===== src/rtl/divremsqrt_intpostproc_pkg.sv =====
// Shared definitions for the integer divide/remainder post-processor.
// Holds the FSM state enum and the default datapath widths.
package cvw;

  localparam int XLEN_DEF    = 64;
  localparam int DIVB_DEF    = 64;
  localparam int DIVBLEN_DEF = 7;

  typedef enum logic [2:0] {
    IDLE,
    SUM,
    CORR,
    SHIFT,
    NEG,
    DONE
  } postState_t;

endpackage


===== src/rtl/divremsqrt_intnegsel.sv =====
// Conditional two's-complement negate with optional W64 sign-extend.
// Ports: x in, neg select, w64 select, y out. Macro: DIVREMSQRT_INTPOST_W64_EN.
module divremsqrt_intnegsel import cvw::*; #(
  parameter int XLEN = XLEN_DEF
) (
  input  logic [XLEN-1:0] x,
  input  logic            neg,
  input  logic            w64,
  output logic [XLEN-1:0] y
);

  logic [XLEN-1:0] xn;

  assign xn = neg ? -x : x;

`ifdef DIVREMSQRT_INTPOST_W64_EN
  if (XLEN == 64) begin : g_w64
    assign y = w64 ? {{(XLEN-32){xn[31]}}, xn[31:0]}
                   : xn;
  end else begin : g_nw64
    logic unusedW64;
    assign unusedW64 = w64;
    assign y = xn;
  end
`else
  logic unusedW64;
  assign unusedW64 = w64;
  assign y = xn;
`endif

endmodule


===== src/rtl/divremsqrt_intpostproc.sv =====
// Integer div/rem post-processing: residual sum, correction, shift, negate.
// Ports: in_valid/in_ready accept, out_valid/out_ready result handshake.
// Macro: DIVREMSQRT_INTPOST_W64_EN enables 32-bit W64 sign-extension.
module divremsqrt_intpostproc import cvw::*; #(
  parameter int XLEN    = XLEN_DEF,
  parameter int DIVB    = DIVB_DEF,
  parameter int DIVBLEN = DIVBLEN_DEF
) (
  input  logic               clk,
  input  logic               reset_n,
  input  logic               in_valid,
  output logic               in_ready,
  input  logic [DIVB+3:0]    WS,
  input  logic [DIVB+3:0]    WC,
  input  logic [DIVB+3:0]    D,
  input  logic [DIVB:0]      U,
  input  logic [DIVB:0]      UM,
  input  logic [DIVBLEN-1:0] NormShift,
  input  logic               RemOp,
  input  logic               W64,
  input  logic               As,
  input  logic               Bs,
  input  logic               BZero,
  input  logic               ALTB,
  input  logic [XLEN-1:0]    A,
  output logic               out_valid,
  input  logic               out_ready,
  output logic [XLEN-1:0]    Result
);

  postState_t state, nextState;

  logic [DIVB+3:0]    wsR, wcR, dR, w, r, sumW;
  logic [DIVB:0]      uR, umR, q;
  logic [DIVBLEN-1:0] shR;
  logic               remOpR, asR, bsR, wNeg;
  logic [XLEN-1:0]    qSh, rSh;
  logic [XLEN-1:0]    specVal, specRes;
  logic [XLEN-1:0]    negIn, negRes;
  logic               negSel, accept, special;
  logic               w64Sel, w64In;

  assign accept  = in_valid & in_ready;
  assign special = BZero | ALTB;
  assign sumW    = wsR + wcR;

`ifdef DIVREMSQRT_INTPOST_W64_EN
  logic w64R;
  always_ff @(posedge clk or negedge reset_n)
    if (!reset_n)    w64R <= 1'b0;
    else if (accept) w64R <= W64;
  assign w64Sel = w64R;
  assign w64In  = W64;
`else
  logic unusedW64;
  assign unusedW64 = W64;
  assign w64Sel    = 1'b0;
  assign w64In     = 1'b0;
`endif

  // state register
  always_ff @(posedge clk or negedge reset_n)
    if (!reset_n) state <= IDLE;
    else          state <= nextState;

  // next state
  always_comb begin
    nextState = state;
    unique case (state)
      IDLE:  if (in_valid)
               nextState = special ? DONE : SUM;
      SUM:   nextState = CORR;
      CORR:  nextState = SHIFT;
      SHIFT: nextState = NEG;
      NEG:   nextState = DONE;
      DONE:  if (out_ready) nextState = IDLE;
      default: nextState = IDLE;
    endcase
  end

  // outputs
  always_comb begin
    in_ready  = (state == IDLE);
    out_valid = (state == DONE);
  end

  // divide-by-zero gives all ones, A<B gives zero quotient
  assign specVal = RemOp ? A
                 : (BZero ? {XLEN{1'b1}} : '0);

  assign negIn  = remOpR ? rSh : qSh;
  assign negSel = remOpR ? asR : (asR ^ bsR);

  divremsqrt_intnegsel #(.XLEN(XLEN)) uNeg (
    .x   (negIn),
    .neg (negSel),
    .w64 (w64Sel),
    .y   (negRes)
  );

  divremsqrt_intnegsel #(.XLEN(XLEN)) uSpec (
    .x   (specVal),
    .neg (1'b0),
    .w64 (w64In),
    .y   (specRes)
  );

  always_ff @(posedge clk or negedge reset_n) begin
    if (!reset_n) begin
      wsR    <= '0;
      wcR    <= '0;
      dR     <= '0;
      uR     <= '0;
      umR    <= '0;
      shR    <= '0;
      remOpR <= 1'b0;
      asR    <= 1'b0;
      bsR    <= 1'b0;
      w      <= '0;
      wNeg   <= 1'b0;
      q      <= '0;
      r      <= '0;
      qSh    <= '0;
      rSh    <= '0;
      Result <= '0;
    end else begin
      if (accept) begin
        wsR    <= WS;
        wcR    <= WC;
        dR     <= D;
        uR     <= U;
        umR    <= UM;
        shR    <= NormShift;
        remOpR <= RemOp;
        asR    <= As;
        bsR    <= Bs;
        if (special) Result <= specRes;
      end
      if (state == SUM) begin
        w    <= sumW;
        wNeg <= sumW[DIVB+3];
      end
      // negative residual: quotient overshot by one
      if (state == CORR) begin
        q <= wNeg ? umR : uR;
        r <= wNeg ? (w + dR) : w;
      end
      if (state == SHIFT) begin
        qSh <= XLEN'(q >> shR);
        rSh <= XLEN'($signed(r) >>> shR);
      end
      if (state == NEG) Result <= negRes;
    end
  end

endmodule


===== config.mk =====
export PLATFORM = sky130hd
export DESIGN_NAME = divremsqrt_intpostproc
export DESIGN_NICKNAME = d
export VERILOG_FILES = /design/src/rtl/divremsqrt_intpostproc_pkg.sv /design/src/rtl/divremsqrt_intnegsel.sv /design/src/rtl/divremsqrt_intpostproc.sv
export SDC_FILE = /design/constraint.sdc
export NUM_CORES = 2
export LEC_CHECK = 0
export CAP_MARGIN = 20
export CORE_ASPECT_RATIO = 1.4
export CORE_MARGIN = 5
export CORE_UTILIZATION = 50
export CTS_CLUSTER_DIAMETER = 30
export DETAILED_ROUTE_END_ITERATION = 7
export PLACE_DENSITY = 0.72
export SLEW_MARGIN = 20
export SYNTH_ARGS = -nofsm -noshare
export SYNTH_HDL_FRONTEND = slang
export SYNTH_SLANG_ARGS = --single-unit

===== constraint.sdc =====
create_clock -name clk -period 7.69 [get_ports clk]
set_input_delay 1.538 -clock clk [delete_from_list [all_inputs] [get_ports clk]]
set_output_delay 1.538 -clock clk [all_outputs]
set_load 0.005 [all_outputs]

==> key figures <==
Place
  – Post-Place Cells: 6333
  – Placed wire-length estimate: 110000 um
  – RD Place Congestion: 1.008
  – Count of input and output buffers: 479
  – Area after DPL: 52610 sq um

Synth
  – Syn Nets: 5506
  – Post-synth top cells: 824 x nand2_1, 740 x dfrtp_1, 462 x o21ai_0
  – Most area-hungry cell type in the Yosys netlist: dfrtp_1
  – Syn Inst Count: 4954
  – Synth cell types: 103
  – Post-synth EDFFs: 0
  – Top-count cell post-synth: nand2_1
  – Register area share after synthesis: 39.20%
  – Mapped Area: 47230 sq um
  – Post-synthesis async set-or-reset flop share: 100.0%
  – Top FF cell, synth: dfrtp_1
  – Yosys warns: 0
  – Top cells by area, synth: dfrtp_1 39%, mux2_2 8.8%, nand2_1 6.5%
  – Yosys top cell area share: 39.20%
  – FF+latch count, synth: 740
  – Syn_area_per_cell: 9.535 sq um

STA
  – Unrepaired setup endpoints after global routing: false
  – Final setup viols: 0
  – Final Hold Fails: 0
  – Worst-Margin Slew: 1.051 ns
  – Relative slew slack: 29.37%
  – Final TNS setup: 0 ns
  – Clk_skew: 0.03717 ns
  – Final Cycle Share: 56.73%
  – Max-slew violations: 0
  – Crit path time final: 4.362 ns
  – Max Fclk: 0.2292 GHz

Routing
  – Routed WL: 144200 um
  – DR WL/cell: 21.90 um
  – Initial drt markers: 2754
  – DRT antenna net count: 0
  – Avg Vias per Cell: 5.912
  – Pre-antenna DRT Iters: 6
  – Via count: 38940
  – # DRC: 0

Critical path
  – Crit path from: remOpR
  – Crit-path max FO: 71
  – Most Frequent Cell on Critical Path: o21ai_1
  – Crit path cell chain: buf_4, nand2b_1, o32ai_1, o21ai_0, and4bb_1, nand3_2, or3_4, or3_1, o21ai_1, xnor2_1, o21ai_1
  – Crit end category: flip-flop
  – Critical Path Max Stage Delay: 0.92 ns
  – Critical path type: reg -> reg
  – Startpoint types: flip-flop
  – Worst Path Arrival: 4.99 ns
  – Reg-to-Reg Start: remOpR
  – CP top delay family: simple AND/OR/NAND/NOR gates
  – WP data required: 8.32 ns
  – Buf/Inv on CP: 1
  – Slowest-stage cell, CP: dfrtp_4

Final layout
  – Share of layout cells above drive strength 1: 15.42%
  – Area Growth Syn to Fin: 21.19%
  – Post-route insts no fill: 6586
  – Total Nets Final: 5802
  – Finished Cell Area: 57240 sq um
  – Final Core Density: 60.99%

Pwr
  – Tot Pwr: 0.03224 W
  – Worst VDD drop: 0.2987 mV
  – Power density over the cells: 563.3 nW/um^2
  – Leak pwr: 24.63 nW

Global route
  – Met3 GRT Util: 6.204%
  – Global routing's busiest layer: met2
  – Total grt overflow: 0
  – Largest net degree at the start of global routing: 234
  – First-pass GRT wire length: 225500 um
  – Initial antenna violation count: 32
  – Vias in the first global route: 39340
  – Gr usage total: 28.07%
  – GR met2 Demand/Resource: 47.45%
  – GR met1 Demand/Resource: 32.94%

Clocking
  – Clock buffer depth: 3
  – H-tree levels: 4
  – Root buffer cell: clkbuf_16
  – Later-pin clock latency in the skew report: 0.76 ns
  – Post-CTS setup buffers: 0
  – CTS Hold Bufs: 0
  – CTS resizes: 0
  – Num Clock Sinks: 740
  – CTS tree: built
  – TritonCTS Buffers: 130
  – Reg clk slew, reported paths: 0.06 ns

Floorplanning
  – Row cnt: 133
  – Ports: 481
  – Die area: 100800 sq um
  – Die X-Extent: 269.8 um
  – DIE HEIGHT: 373.7 um
  – Initial Util: 50.33%
  – Core outline area: 93860 sq um

Min path
  – Hold crit path type: reg -> reg
  – Hold Path Origin: rSh[60]

Job
  – Max-cap viol count: 0

Outcome
  – Status: complete, no violations
==> state kept, by name, indices dropped and copies added (netlist names), 65 cells and up <==
register  cells
dR           68
wcR          68
uR           65
wsR          68
r            68
w            68
umR          65
q            65
==> final timing paths <==
path	endpoint	slack [ns]	cells after the start
min in group asynchronous	uR[38]	0.90	1
setup reg to reg	Result[57]	3.33	11
hold / removal	rSh[60]	0.48	2
hold reg to reg	rSh[60]	0.48	2
setup / recovery	Result[57]	3.33	11
max in group asynchronous	shR[1]	5.37	2
==> kinds of logic after synthesis <==
group | synth area share (%)
adder cells (fa/ha/maj) | 3.661
multiplexers | 20.40
AND/OR/NAND/NOR | 13.44
flip-flops | 39.20
XOR/XNOR | 3.412
buffers and inverters | 3.518
AO/OA/AOI/OAI | 16.37
==> area by class of cell <==
| type | instances | area [sq um] |
|---|---|---|
| antenna | 14 | 35.03 |
| timing repair buffer | 521 | 5223 |
| clock buffer | 152 | 3498 |
| sequential | 740 | 18540 |
| tap | 1215 | 1520 |
| multi-input combinational | 3798 | 27100 |
| fill | 7861 | 36610 |
| inverter | 59 | 226.5 |
| clock inverter | 87 | 1095 |
==> per-stage QoR <==
stage          setup WS (ns)  hold WS (ns)
2_1_floorplan          3.621        0.4413
5_1_grt                3.092        0.5076
4_1_cts                3.369        0.4799
3_3_place_gp           3.227        0.4599
3_5_place_dp           3.209        0.4635
6_report               3.328        0.4792
==> metal layers <==
layer | share of wire, % | routed length, um | vias up
met1 | 39 | 56280 | 18790
li1 | - | - | 18600
met4 | 6.7 | 9675 | 32
met5 | 0.16 | 228 | -
met2 | 49 | 70200 | 1119
met3 | 5.4 | 7859 | 398
==> power breakdown <==
| group | internal (W) | total (W) | switching [W] |
|---|---|---|---|
| clock network | 0.00375 | 0.00593 | 0.00218 |
| registers | 0.00578 | 0.00752 | 0.00174 |
| logic | 0.00779 | 0.0188 | 0.0110 |
==> cell usage in the layout, fill, tap and decap left out, types with 23 or more instances in the layout <==
cell,instances
xnor2_1,104
o21bai_1,29
a211oi_1,36
buf_4,33
dfrtp_1,733
o31ai_1,23
clkbuf_16,132
a21o_1,86
mux2_2,368
nand2_1,822
inv_1,56
a21oi_1,275
ha_1,135
a22o_1,38
mux2i_1,300
xor2_1,79
nor2b_1,27
nor2_1,317
a221oi_1,79
a31oi_1,26
clkdlybuf4s50_1,477
nand4_1,59
o21ai_0,462
mux4_2,110
nand2b_1,24
nand3_1,27
nor3_1,56
==> worst reg2reg max path, delay by kind of cell (launching register included) <==
kind	cells	cell delay [ns]
compound gates	4	0.74
flops	1	0.92
xor+xnor	1	0.28
simple gates	5	1.51
buf+inv	1	0.80
Power figures use the tool's default switching activity.
